## config.mk

```make
export PLATFORM = sky130hd
export DESIGN_NAME = pu_riscv_du_rf_access
export DESIGN_NICKNAME = d
export VERILOG_FILES = /design/src/rtl/pu_riscv_du_rf_access.sv
export SDC_FILE = /design/constraint.sdc
export NUM_CORES = 1
export LEC_CHECK = 0
export CAP_MARGIN = 15
export CORE_MARGIN = 1
export CORE_UTILIZATION = 50
export DETAILED_ROUTE_END_ITERATION = 7
export DONT_BUFFER_PORTS = 1
export PLACE_DENSITY = 0.63
export SYNTH_ARGS = -nofsm -noshare
export SYNTH_HDL_FRONTEND = slang
export SYNTH_SLANG_ARGS = --single-unit
```

## constraint.sdc

```tcl
create_clock -name clk -period 2.2 [get_ports clk]
set_input_delay 0.44 -clock clk [delete_from_list [all_inputs] [get_ports clk]]
set_output_delay 0.44 -clock clk [all_outputs]
set_load 0.02 [all_outputs]
```

## src/rtl/pu_riscv_du_rf_access.sv

```systemverilog
// ---------------------------------------------------------------------------
// pu_riscv_du_rf_access
//
// Debug-unit controller for the integer register file's debug port. A single
// read or write request from the debug transport is latched, the core is
// stalled until the pipeline reports halted, one register-file access is
// performed, and a one-cycle acknowledge (with data or error) is returned.
//
// Ports
//   clk, rstn            clock, asynchronous active-low reset
//   dbg_req/we/addr/dati debug transport request (sampled only when idle)
//   dbg_halt             external sticky halt request, ORed into du_stall
//   dbg_ack/err/dato     one-cycle completion pulse, error flag, read data
//   core_halted          pipeline drained and frozen
//   du_stall             stall request to the core
//   du_we_rf             register-file write strobe (one cycle)
//   du_addr/du_dato      register address and write data to the register file
//   du_dati_rf           register-file read data (combinational from du_addr)
// ---------------------------------------------------------------------------
module pu_riscv_du_rf_access #(
  parameter int XLEN    = 64,
  parameter int AR_BITS = 5,
  parameter int TIMEOUT = 256
) (
  input  logic            clk,
  input  logic            rstn,
  input  logic            dbg_req,
  input  logic            dbg_we,
  input  logic [11:0]     dbg_addr,
  input  logic [XLEN-1:0] dbg_dati,
  input  logic            dbg_halt,
  output logic            dbg_ack,
  output logic            dbg_err,
  output logic [XLEN-1:0] dbg_dato,
  input  logic            core_halted,
  output logic            du_stall,
  output logic            du_we_rf,
  output logic [11:0]     du_addr,
  output logic [XLEN-1:0] du_dato,
  input  logic [XLEN-1:0] du_dati_rf
);

  localparam int CNT_W = (TIMEOUT > 2) ? $clog2(TIMEOUT) : 1;
  localparam logic [CNT_W-1:0] CNT_LAST = CNT_W'(TIMEOUT - 1);

  typedef enum logic [1:0] {
    IDLE,
    STALL,
    ACCESS,
    ACK
  } state_t;

  state_t            state_q;
  logic              stall_q;
  logic              we_q;
  logic [11:0]       addr_q;
  logic [XLEN-1:0]   data_q;
  logic [XLEN-1:0]   dato_q;
  logic [CNT_W-1:0]  cnt_q;
  logic              ack_q;
  logic              err_q;
  logic              we_rf_q;

  // Any address bit above the GPR window marks the request as out of range.
  logic req_addr_bad;
  logic req_is_x0;

  assign req_addr_bad = (dbg_addr >> AR_BITS) != 12'd0;
  assign req_is_x0    = addr_q[AR_BITS-1:0] == '0;

  // Control FSM with registered outputs. ack/err/we strobes default low each
  // cycle and are raised only on the transition into the state that owns them,
  // so each is high for exactly one cycle.
  always_ff @(posedge clk or negedge rstn) begin
    if (!rstn) begin
      state_q <= IDLE;
      stall_q <= 1'b0;
      we_q    <= 1'b0;
      addr_q  <= '0;
      data_q  <= '0;
      dato_q  <= '0;
      cnt_q   <= '0;
      ack_q   <= 1'b0;
      err_q   <= 1'b0;
      we_rf_q <= 1'b0;
    end else begin
      ack_q   <= 1'b0;
      err_q   <= 1'b0;
      we_rf_q <= 1'b0;
      case (state_q)
        IDLE: begin
          if (dbg_req) begin
            we_q   <= dbg_we;
            addr_q <= dbg_addr;
            data_q <= dbg_dati;
            if (req_addr_bad) begin
              // Out-of-range register: fail fast without disturbing the core.
              state_q <= ACK;
              ack_q   <= 1'b1;
              err_q   <= 1'b1;
            end else begin
              state_q <= STALL;
              stall_q <= 1'b1;
              cnt_q   <= '0;
            end
          end
        end
        STALL: begin
          // A halted core wins even on the last allowed wait cycle.
          if (core_halted) begin
            state_q <= ACCESS;
            we_rf_q <= we_q & ~req_is_x0;
          end else if (cnt_q == CNT_LAST) begin
            state_q <= ACK;
            ack_q   <= 1'b1;
            err_q   <= 1'b1;
          end else begin
            cnt_q <= cnt_q + CNT_W'(1);
          end
        end
        ACCESS: begin
          if (!we_q) begin
            dato_q <= du_dati_rf;
          end
          state_q <= ACK;
          ack_q   <= 1'b1;
        end
        ACK: begin
          state_q <= IDLE;
          stall_q <= 1'b0;
        end
        default: begin
          state_q <= IDLE;
          stall_q <= 1'b0;
        end
      endcase
    end
  end

  assign du_stall = dbg_halt | stall_q;
  assign du_we_rf = we_rf_q;
  assign du_addr  = addr_q;
  assign du_dato  = data_q;
  assign dbg_ack  = ack_q;
  assign dbg_err  = err_q;
  assign dbg_dato = dato_q;

endmodule
```

# After elaboration in Yosys (flattened, before gate mapping)
# Index checks and enable logic that the tools add are counted.
# totals
regBits	155
input_bits	146
output_inout_bits	144
elab_cells	55
# op_classes
add_sub_neg	1
n_eq_ne	9
n_mux	21
bitwise_logic	4
n_reduce_logical	10
# op_table
operator	count
two-way mux 8 bit	4
one-hot mux 8 bit (2 select lines)	1
nonzero test 12 bit	1
adder 8 x 1 -> 8 bit, second input constant	1
== test 8 bit, second input constant	1
two-way mux 1 bit	8
two-way mux 2 bit	4
!= test 2 bit, second input constant	4
one-hot mux 2 bit (4 select lines)	1
AND reduction 2 bit	3
zero test 5 bit	1
AND reduction 5 bit	1
== test 2 bit, second input constant	2
one-hot mux 1 bit (2 select lines)	2
nonzero test 2 bit	2
!= test 3 bit, second input constant	1
one-hot mux 1 bit (3 select lines)	1
AND reduction 3 bit	1
== test 2 x 1 -> 1 bit, second input constant	1
zero test 2 bit	1
inverter 1 bit	2
bitwise AND 1 bit	1
OR 1 bit	1

# Longest topological paths before layout
# Gate-level depths: netlist of the first run.
# depth
word_depth	5
depth_mapped	8
ltp_nobuf	6

# Least setup slack after synthesis of the first run
# Ideal clock, no wire load.
# synth_path
kind	register to register
start	register state_q[0]
end	register cnt_q[0]
setup_ns	0.125
t_arrival_ns	1.805
required_time_ns	2.075
setup_slack_ns	0.270
path_stages_with_launch	9
n_path_buf	2
synth_period_minus_slack_ns	1.930
path_cell_list	dfrtp_1 -> inv_1 -> ha_1 -> and2_1 -> buf_4 -> a32oi_2 -> or2_1 -> buf_6 -> mux2_2
# synth_via
elab_chain_cells	3
elab_cells_between_ends	9
cone_classes	eq/ne: 5; mux: 1; reduce/logical: 3
# synth_rtl
item	line_no	text
start: declaration	53	state_t state_q;
start signal: assignment	76	state_q <= IDLE;
start signal: assignment	98	state_q <= ACK;
start signal: assignment	102	state_q <= STALL;
== test 2 x 1 -> 1 bit / zero test 2 bit (equally long branches)	90	case (state_q)
!= test 2 bit (no source line) / nonzero test 2 bit (equally long branches)	-	
AND reduction 5 bit (no source line)	-	
end signal: assignment	118	cnt_q <= cnt_q + CNT_W'(1);
end: declaration	59	logic [CNT_W-1:0] cnt_q;
# Parallel ways exist; a longest one is shown, timed or not.
# A chain may end at the register's enable or synchronous reset.

# Worst setup path in the final report of the first run
# layout_path
start	register state_q[1]
end	register cnt_q[0]
# The elaborated chain is that of the path after synthesis.

==> impl_metrics.tcl, run 1 <==
set metrics [dict create \
    slowest_stage "dfrtp_1" \
    num_antenna_cells 0 \
    wire_per_inst_um 22.0 \
    synth_edf_count 0 \
    cts-buffers-inserted 17 \
    holdWs_ps -280 \
    antenna_found_initial 0 \
    max-cap-violations 0 \
    violations "negative hold slack" \
    cts-root-buf "clkbuf_16" \
    yosys.area.top_type "dfrtp_1" \
    grt_pass1_vias 3341 \
    grt_max_degree 156 \
    cellLeakagePower_nw 2.91 \
    core_area_um2 12000 \
    cts_tree "built" \
    setup_violations 0 \
    async_flop_share_pct 100 \
    final.setup_skew_ps 6.90 \
    boundaryPins 290 \
    hold_path.class "in -> async" \
    criticalPathCategory "reg -> reg" \
    synth.most_common_cell "dfrtp_1" \
    dp_cells 527 \
    cp_num_cells 6 \
    clk_latency_ps 410 \
    routed_wl_um 12300 \
    ys_warn_count 0 \
    port_buffers 0 \
    drc_errors 0 \
    syn_to_final_growth_pct 12.5 \
    die_area_um2 12700 \
    slowest_delay_ps 420 \
    antenna_left 0 \
    synth-seq-cells 155 \
    syn_area_um2 6110 \
    seqCellArea_um2 3880 \
    grt_usage_pct 20.1 \
    pwr_density_cell_nw_per_um2 1840 \
    clkSinkCount 155 \
    dr.pass1.iters 6 \
    multi_input_area_um2 2130 \
    r2r_cells 6 \
    ir_worst_vdd_mv 0.929 \
    path_delay_family "flip-flops" \
    crit_fanout 10 \
    cts-htree-levels 4 \
    ys_types 35 \
    hold_violations 155 \
    fin_crit_sh_pct 92.4 \
    outcome "complete, but fails checks" \
    grt_overflow_total 0 \
    worstPathArrival_ps 2330 \
    syn-num-nets 545 \
    via_per_inst 5.76 \
    yosysSeqAreaShare_pct 63.4 \
    avgSynthCellArea_um2 15.6 \
    synthCells 392 \
    fp.dieH_um 113 \
    start_kind "register" \
    layoutNonFillerInstCount 559 \
    min_period_ps 2030 \
    max_slew_margin_pct 69.9 \
    crit_buf_inv 2 \
    drt_iter0_drc 139 \
    r2r_start "state_q[1]$_DFFE_PN0P_" \
    slew_violations 0 \
    netlist_top_cells_count "dfrtp_1, mux2_2, buf_2" \
    yosysTopAreaCellShare_pct 63.4 \
    grt_setup_unrepaired "false" \
    nNetsFinal 552 \
    gp_congestion 0.798 \
    crit_start "state_q[1]$_DFFE_PN0P_" \
    clk_pin_slew_worst_paths_ps 60 \
    worst_setup_path_end_kind "register" \
    layout-drive-gt1-share_pct 45.9 \
    crit_required_ps 2500 \
    num_vias 3219 \
    initial_utilization_pct 51.1 \
    hpwl_um 8880 \
    synth_area_leaders "dfrtp_1, mux2_2, ha_1, buf_2, o21ai_0" \
    clockBufferDepth 2 \
    nFillCells 968 \
    fmax_mhz 492 \
    grt_first_pass_wirelength_um 18900 \
    fp-row-count 40 \
    tightest_slew_ps 448 \
    synth_ff_type "dfrtp_1" \
    setup_tns_ps 0 \
    path_cells "inv_1, ha_1, buf_4, a22o_1, or2_1, mux2_2" \
    die_w_um 113 \
]
logic make-up after synthesis:
logic type               count (synthesis)  share of synthesized area, %
buffers and inverters                   24                          1.92
AO/OA/AOI/OAI                           27                          3.46
AND/OR/NAND/NOR                         36                          3.42
flip-flops                             155                          63.4
adder cells (fa/ha/maj)                  7                          1.43
multiplexers                           143                          26.3
metal layers:
metal	GRT usage [%]	vias up	routed length (um)
met3	7.61	18	1110
li1	-	1420	-
met1	22.2	1622	4570
met2	34.3	159	6450
met5	0	-	0
met4	9.24	0	175
stage by stage:
step	cell area [um2]	setup WS (ps)	power (mW)	hold WS, ps	util [%]
after CTS	6880	159	12.8	-306	57.5
final	6880	167	12.6	-280	57.5
after detailed placement	6280	144	9.82	147	52.5
after global placement	6280	254	9.67	147	52.5
after global routing	6880	16.0	13.3	-305	57.5
after floorplan	6110	270	9.02	144	-
worst paths after layout:
| path | endpoint | slack (ps) |
|---|---|---|
| worst max-delay path | cnt_q[0]$_DFFE_PN0P_ | 170 |
| worst min-delay path | du_dato[13]$_DFFE_PN0P_ | -280 |
| worst max register to register | cnt_q[0]$_DFFE_PN0P_ | 170 |
| worst min register to register | cnt_q[2]$_DFFE_PN0P_ | 560 |
| max in group asynchronous | du_dato[61]$_DFFE_PN0P_ | 2280 |
| min in group clk | dbg_dato[56]$_DFFE_PN0P_ | 170 |
layout by cell type (no fill, tap or decap), types with 2 or more instances in the layout:
cell,n
a21oi_1,3
clkbuf_8,2
nand3b_1,2
clkinv_2,6
nand3_1,4
and4_1,2
a32o_1,2
bufinv_16,3
buf_4,3
clkbuf_16,17
o21ai_0,8
nor3_1,4
nand2_1,8
o41ai_2,2
nor2_1,4
or2_2,2
clkinvlp_4,2
ha_1,7
inv_1,7
mux2_2,143
and2_1,2
buf_12,2
dfrtp_1,155
o211ai_1,4
o31ai_1,2
report_power, final:
| part | internal [mW] | total, mW | switching [mW] |
|---|---|---|---|
| Sequential | 4.28 | 7.07 | 2.79 |
| Combinational | 1.67 | 2.65 | 0.975 |
| Clock | 1.83 | 2.92 | 1.08 |
| Total | 7.79 | 12.6 | 4.84 |
area by class of cell:
cell class | count | share of cell area [%]
clock inverter | 12 | 2.09
tap | 147 | 2.67
sequential | 155 | 56.4
inverter | 7 | 0.382
timing repair buffer | 5 | 0.909
clock buffer | 20 | 6.64
multi-input combinational | 213 | 30.9
flip-flops by register name, summed over array words and instances, names as in the netlist:
name	cells
cnt_q	8
dbg_ack	1
dbg_dato	64
dbg_err	1
du_addr	12
du_dato	64
du_we_rf	1
stall_q	1
state_q	2
we_q	1
timing repair:
| action | CTS | global route |
|---|---|---|
| setup endpoints to repair | 0 | 0 |
| hold endpoints to repair | 155 | 155 |
| resized for setup | 0 | 0 |
| buffers inserted | 0 | 0 |
No activity file was read; power rests on OpenSTA's default activity.
==> inputs of run 2 (changes only) <==
--- a/config.mk
+++ b/config.mk
@@ -5,6 +5,7 @@
 export SDC_FILE = /design/constraint.sdc
 export NUM_CORES = 1
 export LEC_CHECK = 0
+export ABC_AREA = 1
 export CAP_MARGIN = 15
 export CORE_MARGIN = 1
 export CORE_UTILIZATION = 50
==> run 2 against run 1 <==
  * The flow still finishes with violations (negative hold slack)
  * Non-clock buffer count shrank 1
  * Setup slack improved by 220 ps
  * Final area barely moved
  * Critical path depth fell by 1
  * Sequential cell count unchanged
  * Largest cell class unchanged
  * Combinational power down 7%
  * Routed wire length decreased by 1.3%
  * Clock skew down 2.2 ps
  * Power shrank 2.8%
==> impl_metrics.tcl, run 2 <==
set metrics [dict create \
    crit_buf_inv 2 \
    yosysTopAreaCellShare_pct 63.3 \
    avgSynthCellArea_um2 14.4 \
    nNetsFinal 586 \
    multi_input_area_um2 2120 \
    die_w_um 113 \
    hpwl_um 8680 \
    grt_usage_pct 19.5 \
    grt_first_pass_wirelength_um 18500 \
    path_delay_family "flip-flops" \
    netlist_top_cells_count "dfrtp_1, mux2_2, nand2_1" \
    final_cell_mix "dfrtp_1, mux2_2, nand2_1, nor2_1, clkbuf_16" \
    die_area_um2 12700 \
    cts-root-buf "clkbuf_16" \
    setup_tns_ps 0 \
    cellLeakagePower_nw 3.08 \
    fp.dieH_um 113 \
    synthCells 424 \
    yosys.area.top_type "dfrtp_1" \
    initial_utilization_pct 51.2 \
    grt_setup_unrepaired "false" \
    dp_cells 561 \
    holdWs_ps -280 \
    crit_required_ps 2500 \
    clk_latency_ps 410 \
    cts-htree-levels 4 \
    hold_path.class "in -> async" \
    clockBufferDepth 2 \
    num_antenna_cells 0 \
    grt_overflow_total 0 \
    routed_wl_um 12100 \
    grt_pass1_vias 3491 \
    max-cap-violations 0 \
    r2r_cells 5 \
    antenna_found_initial 0 \
    slew_violations 0 \
    layout-drive-gt1-share_pct 41.3 \
    clk_pin_slew_worst_paths_ps 60 \
    syn-num-nets 577 \
    tightest_slew_ps 332 \
    violations "negative hold slack" \
    path_cells "inv_1, ha_1, nand2_4, buf_4, mux2_2" \
    crit_fanout 18 \
    slowest_delay_ps 430 \
    dr.pass1.iters 4 \
    synth_area_leaders "dfrtp_1, mux2_2, nand2_1, ha_1, nor2_1" \
    slowest_stage "dfrtp_1" \
    clkSinkCount 155 \
    async_flop_share_pct 100 \
    worstPathArrival_ps 2110 \
    synth-seq-cells 155 \
    final_common_cell "dfrtp_1" \
    syn_area_um2 6120 \
    synth_edf_count 0 \
    setup_violations 0 \
    drc_errors 0 \
    cp_num_cells 5 \
    final.setup_skew_ps 4.68 \
    max_slew_margin_pct 77.9 \
    cts-buffers-inserted 17 \
    synth_ff_type "dfrtp_1" \
    syn_to_final_growth_pct 12.3 \
    start_kind "register" \
    layoutNonFillerInstCount 593 \
    cts_tree "built" \
    grt_max_degree 156 \
    num_vias 3294 \
    fin_crit_sh_pct 82.4 \
    hold_violations 155 \
    antenna_left 0 \
    pwr_density_cell_nw_per_um2 1780 \
    via_per_inst 5.55 \
    wire_per_inst_um 20.5 \
    fp-row-count 40 \
    ys_warn_count 0 \
    fin_util_pct 57.5 \
    gp_congestion 0.795 \
    criticalPathCategory "reg -> reg" \
    synth.most_common_cell "dfrtp_1" \
    core_area_um2 12000 \
    drt_iter0_drc 118 \
    fmax_mhz 552 \
    port_buffers 0 \
    boundaryPins 290 \
    min_period_ps 1810 \
    seqCellArea_um2 3880 \
    outcome "complete, but fails checks" \
    nFillCells 963 \
    worst_setup_path_end_kind "register" \
    ir_worst_vdd_mv 0.802 \
    ys_types 26 \
    yosysSeqAreaShare_pct 63.3 \
]
## run 2: cell count changes in the layout (fill, tap and decap cells not counted), sizes merged, moves of 3 or more
cell,before,now
o211ai,4,1
a21oi,3,6
inv,8,14
mux2,143,139
and2,3,0
nand2,8,43
nor2,4,23
## run 2: layer usage
layer | up-vias | part of all wire, % | GRT usage (%)
met3 | 16 | 12 | 9.77
met4 | 0 | 1.5 | 8.80
li1 | 1468 | - | -
met2 | 193 | 51 | 33.3
met5 | - | 0 | 0
met1 | 1617 | 35 | 20.2
## run 2: worst reg2reg max path, delay by kind of cell, from the launching register on
family                     cells  cell delay (ps)
DFF                            1              430
muxes                          1              350
adders and majority gates      1              280
and+or+nand+nor                1              250
buffers and inverters          2              380
## run 2: logic make-up after synthesis
group	after synthesis	share of synthesized area (%)
AO/OA/AOI/OAI	15	1.39
buffers and inverters	27	2.19
XOR/XNOR	1	0.143
flip-flops	155	63.3
AND/OR/NAND/NOR	80	5.95
adder cells (fa/ha/maj)	7	1.43
multiplexers	139	25.6
## run 2: path summary, 6_finish.rpt
path / startpoint / endpoint / slack, ps
max: state_q[0]$_DFFE_PN0P_ / du_addr[3]$_DFFE_PN0P_ / 390
min reg2reg: cnt_q[3]$_DFFE_PN0P_ / cnt_q[3]$_DFFE_PN0P_ / 510
max reg2reg: state_q[0]$_DFFE_PN0P_ / du_addr[3]$_DFFE_PN0P_ / 390
min in group clk: dbg_dati[38] / du_dato[38]$_DFFE_PN0P_ / 170
min: rstn / dbg_dato[14]$_DFFE_PN0P_ / -280
max in group asynchronous: rstn / dbg_dato[3]$_DFFE_PN0P_ / 2260
## run 2: area by class of cell
cell class	instances	area share (%)
sequential	155	56.4
multi-input combinational	242	30.8
clock buffer	22	6.75
tap	147	2.67
clock inverter	10	1.69
timing repair buffer	4	0.982
inverter	13	0.709
## run 2: power by group
| group | internal (mW) | switching [mW] | leakage, nW |
|---|---|---|---|
| clock network | 1.73 | 1.11 | 0.280 |
| logic | 1.52 | 0.951 | 0.960 |
| registers | 4.24 | 2.72 | 1.84 |
## run 2: repair_timing
item                      in CTS  in global routing
hold endpoints to repair     155                155
buffers inserted               0                  0
gates resized for setup        0                  0
## run 2: metrics by stage
stage	power, mW	hold slack (ps)	worst slack [ps]	instance area (um2)
6_report	12.3	-280	387	6880
5_1_grt	12.9	-306	206	6880
4_1_cts	12.4	-305	380	6880
3_5_place_dp	9.52	146	387	6300
3_3_place_gp	9.40	147	469	6300
2_1_floorplan	8.79	144	652	6120
==> inputs of run 3 (changes only) <==
--- a/config.mk
+++ b/config.mk
@@ -11,7 +11,7 @@
 export CORE_UTILIZATION = 50
 export DETAILED_ROUTE_END_ITERATION = 7
 export DONT_BUFFER_PORTS = 1
-export PLACE_DENSITY = 0.63
+export PLACE_DENSITY = 0.66
 export SYNTH_ARGS = -nofsm -noshare
 export SYNTH_HDL_FRONTEND = slang
 export SYNTH_SLANG_ARGS = --single-unit
==> constraint.sdc (replaced) <==
create_clock -name clk -period 1.6 [get_ports clk]
set_input_delay 0.32 -clock clk [delete_from_list [all_inputs] [get_ports clk]]
set_output_delay 0.32 -clock clk [all_outputs]
set_load 0.02 [all_outputs]
==> run 3 against run 2 <==
  * The run still ends with negative hold slack left
  * Maximum frequency is 20% higher
  * Setup slack got worse by 300 ps
  * Routed wire length rose by 4.1%
  * Clock-buffer cell count is 2 lower
  * Die area unchanged
  * Global-route usage grew 0.84 points
  * Largest cell class unchanged
  * Largest power group unchanged
==> impl_metrics.tcl, run 3 (synthesis gave the netlist of run 2 again) <==
set metrics [dict create \
    outcome "complete, but fails checks" \
    violations "negative hold slack" \
    core_area_um2 12000 \
    antenna_found_initial 2 \
    r2r_start "state_q[0]$_DFFE_PN0P_" \
    fin_util_pct 58.7 \
    tightest_slew_ps 295 \
    final.setup_skew_ps 6.04 \
    grt_pass1_vias 3557 \
    num_vias 3361 \
    grt_setup_unrepaired "true" \
    busiest_layer "met2" \
    port_buffers 0 \
    die_w_um 113 \
    die_area_um2 12700 \
    start_kind "register" \
    cts-root-buf "clkbuf_16" \
    criticalPathCategory "reg -> reg" \
    cts-htree-levels 4 \
    clk_pin_slew_worst_paths_ps 60 \
    wire_per_inst_um 20.9 \
    setup_violations 0 \
    crit_required_ps 1900 \
    met2_usage_pct 34.9 \
    min_period_ps 1520 \
    layout-drive-gt1-share_pct 44.3 \
    cellLeakagePower_nw 3.14 \
    routed_wl_um 12600 \
    antenna_left 0 \
    hpwl_um 9220 \
    final_cell_mix "dfrtp_1, mux2_2, nand2_1, nor2_1, clkbuf_16" \
    initial_utilization_pct 51.2 \
    grt_overflow_total 0 \
    drc_errors 0 \
    r2r_cells 5 \
    boundaryPins 290 \
    grt_max_degree 156 \
    cts-buffers-inserted 17 \
    worstPathArrival_ps 1810 \
    fp-row-count 40 \
    fin_ws_ps 83.9 \
    gp_congestion 0.852 \
    rr_endpoint "dbg_dato[21]$_DFFE_PN0P_" \
    drt_iter0_drc 150 \
    final_common_cell "dfrtp_1" \
    max-cap-violations 0 \
    holdWs_ps -402 \
    cts_tree "built" \
    syn_to_final_growth_pct 14.6 \
    clkSinkCount 155 \
    use_met3_pct 10.2 \
    nNetsFinal 596 \
    pwr_density_cell_nw_per_um2 2460 \
    max_slew_margin_pct 80.3 \
    ir_worst_vdd_mv 1.16 \
    fp.dieH_um 113 \
    fin_crit_sh_pct 94.8 \
    dr.pass1.iters 4 \
    hold_path.class "in -> async" \
    fmax_mhz 660 \
    use_met1_pct 20.8 \
    worst_setup_path_end_kind "register" \
    slew_violations 0 \
    clockBufferDepth 2 \
    clk_latency_ps 420 \
    hold_violations 155 \
    crit_fanout 43 \
    via_per_inst 5.56 \
    place_ws_ps -17.8 \
    grt_usage_pct 20.4 \
    r2r_slack_ps 80 \
    grt_first_pass_wirelength_um 19000 \
]
==> run 3: changes by cell type in the layout (fill, tap and decap cells not counted), sizes merged <==
cell,change
diode,+1
clkbuf,-2
buf,+10
bufinv,+1
clkinv,+1
inv,-1
clkinvlp,+1
==> run 3: worst max-delay path by stage <==
stage,from,to,slack (ps)
6_report,state_q[0]$_DFFE_PN0P_,dbg_dato[21]$_DFFE_PN0P_,80
5_1_grt,state_q[0]$_DFFE_PN0P_,cnt_q[6]$_DFFE_PN0P_,-9
4_1_cts,state_q[1]$_DFFE_PN0P_,cnt_q[5]$_DFFE_PN0P_,30
3_5_place_dp,state_q[1]$_DFFE_PN0P_,cnt_q[5]$_DFFE_PN0P_,-20
3_3_place_gp,state_q[1]$_DFFE_PN0P_,cnt_q[1]$_DFFE_PN0P_,50
2_1_floorplan,state_q[0]$_DFFE_PN0P_,du_addr[0]$_DFFE_PN0P_,50
==> run 3: timing repair <==
action,CTS,global route
pin swaps,1,2
endpoints found under the setup margin,8,10
hold endpoints to repair,155,155
buffers inserted,1,0
gates resized for setup,5,4
==> run 3: cell type report <==
type / instances / area, um2
Clock inverter: 12 / 146
Tap cell: 147 / 184
Timing Repair Buffer: 14 / 143
Multi-Input combinational cell: 242 / 2160
Inverter: 13 / 48.8
Sequential cell: 155 / 3880
Antenna cell: 1 / 2.50
Fill cell: 968 / 4940
Clock buffer: 20 / 457
==> run 3: power breakdown <==
part	leakage, nW	switching, mW	internal, mW
clock	0.292	1.50	2.52
combinational	1.01	1.42	2.26
sequential	1.84	3.72	5.84
total	3.14	6.63	10.6
==> run 3: stage by stage <==
step	cell area, um2	std cells	setup TNS, ps	power, mW
floorplan	6120	424	0	12.1
global placement	6360	570	0	13.0
detailed placement	6360	570	-33.8	13.2
CTS	7000	603	0	17.4
global route	7020	604	-12.0	18.1
finish	7020	604	0	17.2
==> run 3: per-layer routing <==
metal | wire, um | share of wire [%]
met1 | 4330 | 34
met2 | 6640 | 52
met3 | 1480 | 12
met4 | 188 | 1.5
met5 | 13 | 0.10
==> run 3: critical path, stage by stage, from the launching register on <==
cell and delay (ps):
dfrtp_1 340, inv_1 80, ha_1 230, nand2_2 120, buf_12 230, mux2_2 370
